**config.mk**
```make
export PLATFORM = sky130hd
export DESIGN_NAME = fifo_stream_packer
export DESIGN_NICKNAME = d
export VERILOG_FILES = /design/src/rtl/fifo_stream_packer.sv
export SDC_FILE = /design/constraint.sdc
export NUM_CORES = 1
export LEC_CHECK = 0
export BUFFER_PORTS_ARGS = -buffer_cell sky130_fd_sc_hd__buf_4
export CORE_MARGIN = 2
export CORE_UTILIZATION = 35
export DETAILED_ROUTE_END_ITERATION = 10
export PLACE_DENSITY = 0.61
export SLEW_MARGIN = 10
export SYNTH_ARGS = -nofsm -noshare
export SYNTH_HDL_FRONTEND = slang
export SYNTH_SLANG_ARGS = --single-unit
```
**constraint.sdc**
```tcl
create_clock -name clk -period 3.9 [get_ports clk]
set_input_delay 0.39 -clock clk [delete_from_list [all_inputs] [get_ports clk]]
set_output_delay 0.39 -clock clk [all_outputs]
set_load 0.02 [all_outputs]
```
**src/rtl/fifo_stream_packer.sv**
```systemverilog
// Packs RATIO consecutive FIFO entries into one wide valid/ready output word.
// Optional partial-word flush with per-lane keep mask: define FIFO_PACKER_FLUSH_EN.
module fifo_stream_packer #(
  parameter int unsigned DATA_WIDTH = 8,
  parameter int unsigned RATIO      = 4
) (
  input  logic                        clk,
  input  logic                        rst,
  input  logic                        fifo_empty,
  output logic                        fifo_rd_en,
  input  logic [DATA_WIDTH-1:0]       fifo_dout,
  output logic                        m_valid,
  input  logic                        m_ready,
  output logic [DATA_WIDTH*RATIO-1:0] m_data,
`ifdef FIFO_PACKER_FLUSH_EN
  input  logic                        flush,
  output logic [RATIO-1:0]            m_keep,
`endif
  output logic                        busy
);

  localparam int unsigned CntW  = $clog2(RATIO + 1);
  localparam int unsigned WordW = DATA_WIDTH * RATIO;
  localparam logic [CntW-1:0] CntFull = CntW'(RATIO);

  logic [CntW-1:0]  lane_cnt_q, lane_cnt_d;
  logic             pending_q;
  logic [WordW-1:0] asm_q, asm_d;
  logic [WordW-1:0] m_data_q, m_data_d;
  logic             m_valid_q, m_valid_d;
  logic [RATIO-1:0] m_keep_q, m_keep_d;

  logic [RATIO-1:0] lane_mask;
  logic [WordW-1:0] asm_masked;
  logic             out_free;
  logic             xfer;
  logic             do_xfer;
  logic             room;
  logic             rd_gate;

  assign out_free = !m_valid_q || m_ready;
  assign xfer     = (lane_cnt_q == CntFull) && out_free;
  // Entries already captured plus the one in flight must leave a free lane.
  assign room     = ({1'b0, lane_cnt_q} + {{CntW{1'b0}}, pending_q}) < {1'b0, CntFull};

`ifdef FIFO_PACKER_FLUSH_EN
  logic flush_req_q, flush_req_d;
  logic flush_xfer;

  assign flush_xfer = flush_req_q && !pending_q && (lane_cnt_q != '0) && out_free;
  assign do_xfer    = xfer || flush_xfer;
  assign rd_gate    = !flush_req_q;

  always_comb begin
    flush_req_d = flush_req_q;
    if (flush_req_q && !pending_q && ((lane_cnt_q == '0) || flush_xfer)) begin
      flush_req_d = 1'b0;
    end
    if (flush) begin
      flush_req_d = 1'b1;
    end
  end

  always_ff @(posedge clk) begin
    if (rst) begin
      flush_req_q <= 1'b0;
    end else begin
      flush_req_q <= flush_req_d;
    end
  end

  assign m_keep = m_keep_q;
`else
  assign do_xfer = xfer;
  assign rd_gate = 1'b1;
`endif

  assign fifo_rd_en = !rst && !fifo_empty && rd_gate && (xfer || room);

  // Lanes at or above lane_cnt are stale and are zeroed on the way out.
  always_comb begin
    lane_mask  = '0;
    asm_masked = '0;
    for (int i = 0; i < RATIO; i++) begin
      lane_mask[i] = CntW'(i) < lane_cnt_q;
      if (lane_mask[i]) begin
        asm_masked[i*DATA_WIDTH +: DATA_WIDTH] = asm_q[i*DATA_WIDTH +: DATA_WIDTH];
      end
    end
  end

  always_comb begin
    asm_d = asm_q;
    for (int i = 0; i < RATIO; i++) begin
      if (pending_q && (lane_cnt_q == CntW'(i))) begin
        asm_d[i*DATA_WIDTH +: DATA_WIDTH] = fifo_dout;
      end
    end
  end

  always_comb begin
    lane_cnt_d = lane_cnt_q;
    m_valid_d  = m_valid_q;
    m_data_d   = m_data_q;
    m_keep_d   = m_keep_q;
    if (do_xfer) begin
      lane_cnt_d = '0;
      m_valid_d  = 1'b1;
      m_data_d   = asm_masked;
      m_keep_d   = lane_mask;
    end else begin
      if (pending_q) begin
        lane_cnt_d = lane_cnt_q + 1'b1;
      end
      if (m_valid_q && m_ready) begin
        m_valid_d = 1'b0;
      end
    end
  end

  always_ff @(posedge clk) begin
    if (rst) begin
      lane_cnt_q <= '0;
      pending_q  <= 1'b0;
      asm_q      <= '0;
      m_data_q   <= '0;
      m_valid_q  <= 1'b0;
      m_keep_q   <= '0;
    end else begin
      lane_cnt_q <= lane_cnt_d;
      pending_q  <= fifo_rd_en;
      asm_q      <= asm_d;
      m_data_q   <= m_data_d;
      m_valid_q  <= m_valid_d;
      m_keep_q   <= m_keep_d;
    end
  end

  assign m_valid = m_valid_q;
  assign m_data  = m_data_q;
  assign busy    = (lane_cnt_q != '0) || pending_q || m_valid_q;

endmodule

```
==> After elaboration in Yosys (flattened, before gate mapping) <==
Index checks and enable logic that the tools add are counted.
Widths: inputs -> output; s select.
{ "totals": {"ff_bits": 69, "wordCells": 44} }
{ "op_classes": {"add_sub_neg": 2, "order_cmp": 5, "n_eq_ne": 4, "n_mux": 6, "reduce_logical": 19} }
{ "ops": {"columns": ["operator", "n"], "rows": [
  ["$mux 8", 4],
  ["$logic_and 1x1->1", 8],
  ["$eq 3x2->1 const B", 2],
  ["$lt 1x3->1 const A", 2],
  ["$lt 2x3->1 const A", 2],
  ["$add 3x1->4", 1],
  ["$logic_or 1x1->1", 4],
  ["$lt 4x3->1 const B", 1],
  ["$add 3x1->3 const B", 1],
  ["$eq 3x1->1 const B", 1],
  ["$eq 3x3->1 const B", 1],
  ["$logic_not 1->1", 3],
  ["$logic_not 3->1", 1],
  ["$reduce_bool 3->1", 1],
  ["$mux 1", 2],
  ["$reduce_bool 2->1", 1],
  ["$reduce_or 2->1", 1]
]} }

==> Longest topological paths before layout <==
Gate-level depths: netlist of the first run.
{ "depth": {"ltp_word": 5, "ltp_mapped": 7, "mapped_depth_nobuf": 5} }

==> Worst setup path after synthesis of the first run <==
Ideal clock, no wire load.
{ "synth_path": {"path_kind": "register to output", "from": "reg lane_cnt_q[0]", "to": "out fifo_rd_en", "t_arrival_ns": 1.350, "required_time_ns": 3.510, "slack_ns": 2.160, "stages_incl_launch_ff": 8, "cell_sequence": "dfxtp_1 -> inv_1 -> ha_1 -> nand2_2 -> nor2b_4 -> buf_6 -> buf_6 -> o21a_1"} }
{ "synth_via": {"elab_chain_cells": 4, "word_cells_on_any_way": 6} }
{ "synth_rtl": {"columns": ["element", "line", "rtl"], "rows": [
  ["start, declared", "26", "logic [CntW-1:0] lane_cnt_q, lane_cnt_d;"],
  ["start signal, assigned", "130", "lane_cnt_q <= lane_cnt_d;"],
  ["$add 3x1->4 or $eq 3x3->1 (tied branches)", "44, 42", null],
  ["$lt 4x3->1 or $logic_and 1x1->1 (tied branches)", "44, 42", null],
  ["$logic_or 1x1->1 (*)", "78", "assign fifo_rd_en = !rst && !fifo_empty && rd_gate && (xfer || room);"],
  ["$logic_and 1x1->1 (*)", "78", null],
  ["end, declared", "10", "output logic fifo_rd_en,"]
]} }
Mark *: on every way between the ends. The rest lies on a longest branch, timed or not.

==> Final worst setup path of the first run <==
{ "layout_path": {"from": "reg pending_q", "to": "out fifo_rd_en"} }
{ "layout_via": {"elab_chain_cells": 4} }
{ "layout_rtl": {"columns": ["element", "line", "rtl"], "rows": [
  ["start, declared", "27", "logic pending_q;"],
  ["start signal, assigned", "131", "pending_q <= fifo_rd_en;"],
  ["$add 3x1->4", "44", "assign room = ({1'b0, lane_cnt_q} + {{CntW{1'b0}}, pending_q}) < {1'b0, CntFull};"],
  ["$lt 4x3->1", "44", null],
  ["$logic_or 1x1->1", "78", null],
  ["$logic_and 1x1->1", "78", null]
]} }
Every way passes these cells.

==> results of run 1 <==
-- cells by family after synthesis --
| kind of cell | after synthesis | synth area share, % |
|---|---|---|
| fa+ha+maj | 3 | 1.302 |
| flops | 69 | 47.90 |
| buf+inv | 24 | 5.336 |
| compound gates | 35 | 6.247 |
| xor+xnor | 2 | 0.6075 |
| simple gates | 138 | 27.16 |
| mux | 33 | 11.45 |
-- state kept, by name, summed over array words and instances, names as in the netlist --
signal and count:
asm_q 32, m_data 32, lane_cnt_q 3, m_valid 1, pending_q 1
-- worst reg2reg max path, stage by stage (launching register included) --
cell     delay, ns
dfxtp_1       0.43
inv_1         0.09
ha_1          0.26
nand3_1       0.56
mux2i_1       0.26
-- final cells by class --
| class | count | area (um^2) | share of cell area (%) |
|---|---|---|---|
| Multi-Input combinational cell | 211 | 1349 | 39.34 |
| Clock inverter | 5 | 75.07 | 2.190 |
| Tap cell | 105 | 131.4 | 3.832 |
| Clock buffer | 11 | 131.4 | 3.832 |
| Timing Repair Buffer | 47 | 352.8 | 10.29 |
| Inverter | 2 | 7.507 | 0.2190 |
| Sequential cell | 69 | 1381 | 40.29 |
-- power by group through the flow --
| stage | Clock (uW) | Combinational (uW) | Sequential (uW) |
|---|---|---|---|
| after floorplan | 0 | 50.1 | 733 |
| after detailed placement | 0 | 71.9 | 736 |
| after global routing | 669 | 78.4 | 720 |
| final | 617 | 71.4 | 720 |
| after CTS | 633 | 71.9 | 720 |
| after global placement | 0 | 71.0 | 735 |
-- stage by stage --
stage / cell area (um^2) / util, % / cells / total power, uW / hold WS, ns
after global placement: 3222 / 39.81 / 434 / 806.3 / 0.4449
after global routing: 3428 / 42.36 / 450 / 1468 / 0.3100
after floorplan: 2884 / - / 304 / 783.2 / 0.4368
after detailed placement: 3222 / 39.81 / 434 / 808.0 / 0.4490
after CTS: 3428 / 42.36 / 450 / 1424 / 0.2916
final: 3428 / 42.36 / 450 / 1408 / 0.3071
-- worst min path at each step --
stage / from / to / slack [ns] / cells after the start
final: fifo_empty / pending_q / 0.31 / 3
after global routing: fifo_dout[7] / asm_q[23] / 0.31 / 3
after CTS: fifo_empty / pending_q / 0.29 / 3
after detailed placement: asm_q[6] / asm_q[6] / 0.45 / 2
after global placement: asm_q[30] / asm_q[30] / 0.44 / 2
after floorplan: asm_q[0] / asm_q[0] / 0.44 / 2
-- synth_stat cells --
| cell type | number |
|---|---|
| a21oi_1 | 25 |
| and3b_1 | 1 |
| and3b_2 | 1 |
| and4b_1 | 1 |
| and4bb_1 | 1 |
| buf_2 | 3 |
| buf_4 | 3 |
| buf_6 | 5 |
| buf_8 | 1 |
| clkbuf_1 | 10 |
| dfxtp_1 | 69 |
| ha_1 | 3 |
| inv_1 | 2 |
| mux2i_1 | 33 |
| nand2_1 | 49 |
| nand2_2 | 1 |
| nand2b_1 | 64 |
| nand2b_4 | 1 |
| nand3_1 | 1 |
| nand3b_1 | 10 |
| nand4b_1 | 1 |
| nor2_1 | 1 |
| nor2_2 | 1 |
| nor2b_4 | 1 |
| nor3_1 | 3 |
| o21a_1 | 2 |
| o21ai_1 | 8 |
| or4b_1 | 1 |
| xnor2_1 | 1 |
| xor2_1 | 1 |
-- layer usage --
metal / wire length, um / track usage [%] / part of all wire (%)
met1: 2728 / 18.16 / 47
met2: 2718 / 20.74 / 47
met3: 200 / 3.033 / 3.5
met4: 113 / 8.575 / 2.0
met5: 0 / 0 / 0
==> results by stage, run 1 <==
Die:
- The width of the chip is 94.78 um.
- The row count is 33.
- The floorplan step defined a die boundary enclosing between 8000 and 9000 um^2.
- The floorplan die height is around 95 um.
- Pin placement for this block handled 47 I/O pins.
- The core box area is a little over 8000 um^2.
- For this configuration, the core starts out at a cell density of between 30% and 40%.

STA:
- Setup violations remaining at the end of the flow were counted as 0.
- For the pin with the worst max-slew slack, the measured transition is 0.7786 ns.
- The part of the cycle the worst path needs is 53.95%.
- The final worst setup slack is between 1.5 and 2 ns.
- The clock tree skew after final layout is ~0.0073 ns.
- The timing-limited maximum frequency is ~480 MHz.
- The number of max-slew violations in the final report is 0.
- The count of endpoints failing hold in the final timing report is 0.
- Measured against its own limit, the worst slew margin works out to 48.09%.
- The final period demand of the worst path is 2.104 ns.
- Setup repair after global routing left no endpoint under its margin.
- Setup total negative slack on the finished layout was measured at 0 ns.

Synthesis:
- The cell taking the most area after synthesis is dfxtp_1.
- During synthesis, Yosys emitted a total of 0 warnings.
- By area the synthesized netlist is led by dfxtp_1 48%, nand2b_1 14%, mux2i_1 11%.
- The synthesized net count is 319.
- The synthesized instance count is 304.
- The top-area cell type share of the netlist area is 47.90%.
- The total standard cell area after synthesis is 2884 um^2.
- The post-synthesis area per instance is about 9.5 um^2.
- Synthesis instantiated 30 different standard cells from the library.
- The number of synthesized register bits is a little under 70.
- After synthesis, flip-flops and latches occupy approximately 48% of the total area.

Placement:
- During placement, the flow inserted port buffers numbering 46.
- Detailed placement finished with a half-perimeter wire length of about 3700 um.
- The final weighted congestion of routability-driven global placement is 0.6978.
- The placement-stage worst setup slack is 2.087 ns.

Clocking:
- The total clock buffers created by CTS is 9.
- The number of clock sinks is 69.
- Clock latency on the worst-skew pair, taken at its later pin, is 0.34 ns.
- TritonCTS built the clock tree.
- In this run the clock root is driven by a clkbuf_8.
- The post-CTS setup buffer count is 0.
- Hold repair after CTS inserted 0 buffers.
- The clock passes through at most 2 buffers.
- The post-cts gate resize count is 0.
- The count of H-tree levels built during CTS is 3.
- Clock-pin slew was measured on the worst setup and hold paths at 0.07 ns.

Job:
- The number of max-cap violations is 0.

Power:
- The net switching power of the design is 305.3 uW.
- The power share of the sequential group is 51.1%.
- Combinational logic is responsible for approximately 5.1% of the overall power.
- The internal power is 1103 uW.
- The proportion of total power due to net switching is 21.68%.
- In this run the static leakage power is between 0.001 and 0.0015 uW.
- Power spread over the standard cell area amounts to 410.6 nW/um^2.
- The clock share of power is a little over two fifths.
- Across the VDD grid, the largest voltage drop is approximately 130 uV.

Final layout:
- The most common cell after layout, fill and taps aside is dfxtp_1.
- In the layout the commonest cells are 69 x dfxtp_1, 64 x nand2b_1, 49 x nand2_1, 47 x buf_4, 33 x mux2i_1.
- At the end of the flow, the number of nets in the layout was 355.
- Relative to the synthesized area, the layout overhead comes to 18.87%.
- Of the cells placed in the final design, the portion with a size suffix greater than 1 is 19.13%.
- The repair_antennas step left the layout with diodes totalling 0.
- The number of fill cells in the layout is 849.

Setup path:
- Among all stages on the critical path, the largest delay is contributed by dfxtp_1.
- The required time of the critical path is 3.51 ns.
- The reg-to-reg critical path startpoint is lane_cnt_q[0].
- The critical path ends at fifo_rd_en.
- The family with the most delay on the worst path is flip-flops.
- The worst setup path is launched from a flop.
- The capturing element type of the critical path is a primary output.
- The worst flop-to-flop path endpoint is m_data[1].
- In this run the number of cells on the critical path is 4.
- The beginning of the critical path is pending_q.
- The largest driver fanout on the critical path is 11.
- The signal on the critical path passes through and4b_1 -> nor2_2 -> o21a_1 -> buf_4.
- For the worst setup path, the data arrival time is 1.71 ns.
- The flop-to-flop setup slack is 2.23 ns.
- For the worst flop-to-flop path, the logic depth is 4.
- The setup path with the least slack is of type reg -> out.
- For this run, the slowest stage of the critical path takes 0.53 ns.
- The number of buffers and inverters on the critical path is 1.

Outcome:
- The flow ran to the end, and the final reports show no timing, DRC or antenna violations.

Routing:
- The first TritonRoute pass finished after 4 iterations.
- The detailed router finished its first iteration with about 110 violations.
- The wire length per cell after detailed routing is 12.80 um.
- Once detail routing completed, the nets flagged for antenna violations numbered 0.
- In the routed layout, each cell is associated on average with a via count of 4.529.
- The final route contains 2038 vias.
- The post-route DRC violation count is 0.
- The total length of routed wires is 5761 um.

Global routing:
- The overall global routing resource usage is between 10% and 20%.
- The number of global-route vias before repair was between 1500 and 2000.
- The first global-routing pass estimated just over 9000 um of wire.
- Global routing finished with a remaining overflow of 0.
- The initial antenna violation count is 0.
- The maximum number of pins on one net before global-route repair is ~100.

Worst hold path:
- The class of the tightest hold or removal check is in -> reg.
Note: power is estimated with default switching activity, not from simulation.
==> run 2: changes to the inputs <==
ABC_AREA = 1   (was default)
PLACE_DENSITY = 0.63   (was 0.61)
clock period = 1.85 ns   (was 3.9 ns; I/O delays follow)
==> run 2 against run 1 <==
  * Setup slack worse by 1.6 ns
  * Non-clock buffer count grew 6
  * Routed wire length up 6.8%
  * Clock skew grew 0.0013 ns
  * Critical path depth is 3 higher
  * Worst hold slack worse by 0.19 ns
  * Final area shrank 1.4%
  * Clock power up 72%
  * Global-route usage increased by 0.83 points
  * Synthesized cell count rose by 21%
  * Highest routed layer unchanged
==> results by stage, run 2 <==
Global routing:
- The global-route wire length before repair came to 10160 um (+9.7%).
- The initial antenna violation count was 0 (unchanged).
- The overall overflow remaining after global route is 0 (unchanged).
- The number of global-route vias before repair came to 2261 (+22%).
- The overall global routing resource usage is 14.70% (+0.83 points).
- The maximum number of pins on one net before global-route repair is 61 (-40%).

Routing:
- The wire length per cell after detailed routing came to 11.97 um (-6.5%).
- The detailed-route via count came to 2469 (+21%).
- The number of detailed-route iterations in the first pass is 4 (unchanged).
- The DRC marker count from the first detailed-route iteration is 123 (+13%).
- The post-route DRC violation count is 0 (unchanged).
- The final antenna-violating net count came to 0 (unchanged).
- The mean number of vias per cell came to 4.804 (+6.1%).
- The total length of routed wires came to 6153 um (+6.8%).

Placement:
- The final weighted congestion of routability-driven global placement is 0.8333 (+19%).
- The placed cell area was 3197 um^2 (-0.78%).
- The count of input and output buffers was 46 (unchanged).
- The half-perimeter wire length after detailed placement is 4325 um (+17%).
- The placement-stage worst setup slack is 0.2832 ns (-1.803 ns).

Worst hold path:
- The tightest min-delay check is of the in -> reg type.

Synthesis:
- The register area share after synthesis was 49.86% (+2.0 points).
- The total standard cell area after synthesis was 2770 um^2 (-3.9%).
- The most common flop cell mapped by yosys is dfxtp_1.
- The synthesized net count is 382 (+20%).
- The warning count from the yosys run came to 0 (unchanged).
- The most common cell in the synthesized netlist is nand3_1.
- The number of synthesized register bits is 69 (unchanged).
- The post-synthesis area per instance is 7.548 um^2 (-20%).
- By count the netlist is led by 84 x nand3_1, 74 x nand2_1, 69 x dfxtp_1.
- Yosys attributes the largest share of cell area to dfxtp_1 50%, nand3_1 15%, nand2_1 10%.
- The number of unique standard cell types used by synthesis is 19 (-37%).
- The top-area cell type share of the netlist area is 49.86% (+2.0 points).
- The number of enable-type register cells in the synthesized netlist is 0 (unchanged).
- The synthesized instance count is 367 (+21%).
- The share of flip-flops with an asynchronous set or reset is 0% (unchanged).
- The biggest area contributor in the post-synthesis netlist is dfxtp_1.

Final layout:
- The number of diodes added for antenna fixing is 0 (unchanged).
- The footprint of the multi-input gates is 1176 um^2 (-13%).
- The library cell used most frequently in the layout, excluding fill and tap cells, is nand3_1.
- Relative to the synthesized area, the layout overhead comes to 22.04%.
- The library cells used most frequently in the layout, excluding fill and tap cells, are 84 x nand3_1, 73 x nand2_1, 68 x dfxtp_1, 50 x buf_4, 46 x nor2_1.
- The number of fill cells in the layout came to 825 (-2.8%).
- The sequential standard cell area is 1383 um^2 (about the same).
- The net total in the final layout came to 422 (+19%).
- The final instance area came to 3381 um^2 (-1.4%).
- The fraction of layout instances using a drive strength above 1 is 19.66% (+0.53 points).

Setup path:
- The arrival time of data at the critical path endpoint is 1.52 ns (-0.19 ns).
- The largest driver fanout on the critical path came to 10 (-1).
- The required time of the critical path was 1.66 ns (-1.85 ns).
- STA classifies the critical path endpoint as a primary output.
- The cell type with the highest occurrence count on the critical path is inv_2.
- The critical path is of the reg -> out type.
- The cell with the biggest individual delay on the critical path is dfxtp_2.
- The startpoint type of the worst setup path is a flop.
- The total buffers and inverters traversed by the critical path is 3 (+2).
- The largest incremental delay on the critical path is 0.35 ns (-0.18 ns).
- Among cell families on the critical path, the largest total delay comes from flip-flops.
- The signal on the critical path passes through inv_2 -> ha_2 -> nand2_2 -> inv_2 -> nand2_4 -> a21oi_2 -> buf_4.

Clocking:
- The largest buffer count on any clock path is 2 (unchanged).
- The total of hold buffers inserted after clock tree synthesis came to 0 (unchanged).
- The total clock buffers created by CTS is 9 (unchanged).
- The clock latency reported for the late side of the worst-skew pair came to 0.34 ns (about the same).
- TritonCTS built the clock tree.
- The count of H-tree levels built during CTS was 3 (unchanged).
- The clock-pin slew on the worst setup and hold paths came to 0.07 ns (about the same).
- The number of clock sinks came to 69 (unchanged).
- The root buffer cell is clkbuf_8.

Power:
- The power share of the sequential group came to 55.1% (+4.0 points).
- The internal power is 2086 uW (+89%).
- The total power draw is 2757 uW (+96%).
- The portion of total power attributed to combinational logic is 6.5% (+1.4 points).
- The net switching power of the design came to 670.4 uW (+120%).
- The worst voltage drop across the vdd grid is 312.9 uV (+140%).
- The leakage power summed over all cells came to 0.001508 uW (+15%).
- The clock share of power is 38.5% (-5.3 points).
- The power density over the cells was 815.4 nW/um^2 (+99%).
- The proportion of total power due to net switching is 24.32% (+2.6 points).

Die:
- The floorplan die height came to 92.97 um (-1.9%).
- The initial standard-cell utilization of the core is 36.04% (+0.40 points).
- The core box area was 7687 um^2 (-5.0%).
- The die outline area is 8642 um^2 (-3.8%).
- The number of top-level design ports came to 47 (unchanged).
- The width of the chip is 92.97 um (-1.9%).
- The row count is 32 (-3.0%).

STA:
- The final-report setup violation count is 0 (unchanged).
- The count of endpoints failing hold in the final timing report is 0 (unchanged).
- The part of the cycle the worst path needs is approximately 90%.
- The number of max-slew violations in the final report is 0 (unchanged).
- Setup repair after global routing left no endpoint under its margin.
- The final worst setup slack came to 0.1462 ns (-1.650 ns).
- The relative slew slack is 66.71% (+19 points).
- The timing-limited maximum frequency is 586.9 MHz.
- The final period demand of the worst path is between 1.5 and 2 ns.
- The final total negative setup slack was 0 ns (unchanged).
- The actual slew at the worst max-slew pin is 0.4975 ns (-0.2811 ns).
- The clock tree skew after final layout is 0.008650 ns (+0.001346 ns).

Outcome:
- The run finished with clean final reports.

Job:
- The number of max-cap violations is 0 (unchanged).
-- run 2: worst min-delay path: cells and delay by family --
kind                   cells  cell delay (ns)
and+or+nand+nor            1             0.11
buffers and inverters      1             0.07
AOI/OAI and AO/OA          1             0.04
-- run 2: cell type report --
class	instances	area share [%]
Sequential cell	69	40.90
Multi-Input combinational cell	250	34.79
Timing Repair Buffer	53	12.88
Clock buffer	12	4.293
Tap cell	102	3.775
Inverter	24	2.665
Clock inverter	4	0.7032
-- run 2: layer usage --
metal	global-route usage [%]	wire length [um]	part of all wire, %
met1	19.45	3128	51
met2	22.52	2658	43
met3	2.929	220	3.6
met4	7.843	145	2.4
met5	0	0	0
-- run 2: cell families after synthesis --
group | Yosys count | synth area share (%)
buffers and inverters | 48 | 8.175
DFF | 69 | 49.86
adders and majority gates | 3 | 1.355
AOI/OAI and AO/OA | 23 | 4.652
and+or+nand+nor | 224 | 35.95
-- run 2: final timing paths --
| kind | start | endpoint | slack, ns | depth (start not counted) |
|---|---|---|---|---|
| max | lane_cnt_q[1] | fifo_rd_en | 0.15 | 7 |
| min | fifo_empty | pending_q | 0.11 | 3 |
| max reg2reg | lane_cnt_q[1] | asm_q[2] | 0.49 | 6 |
| min reg2reg | asm_q[3] | asm_q[3] | 0.47 | 2 |
-- run 2: power by group through the flow --
stage          clock (uW)  combinational [uW]  sequential, uW
2_1_floorplan           0                 114            1550
3_3_place_gp            0                 174            1550
3_5_place_dp            0                 175            1550
4_1_cts              1090                 176            1520
5_1_grt              1140                 199            1520
6_report             1060                 178            1520
-- run 2: through the flow --
stage | cells | utilization, % | hold WS [ns]
3_3_place_gp | 498 | 41.59 | 0.4466
5_1_grt | 514 | 43.98 | 0.1271
3_5_place_dp | 498 | 41.59 | 0.4469
4_1_cts | 514 | 43.86 | 0.08601
2_1_floorplan | 367 | - | 0.3528
6_report | 514 | 43.98 | 0.1146
-- run 2: timing repair --
action                     in CTS  in global routing
gates resized for setup         3                  5
buffers inserted                0                  0
pin swaps                       0                  1
setup endpoints to repair       1                  1
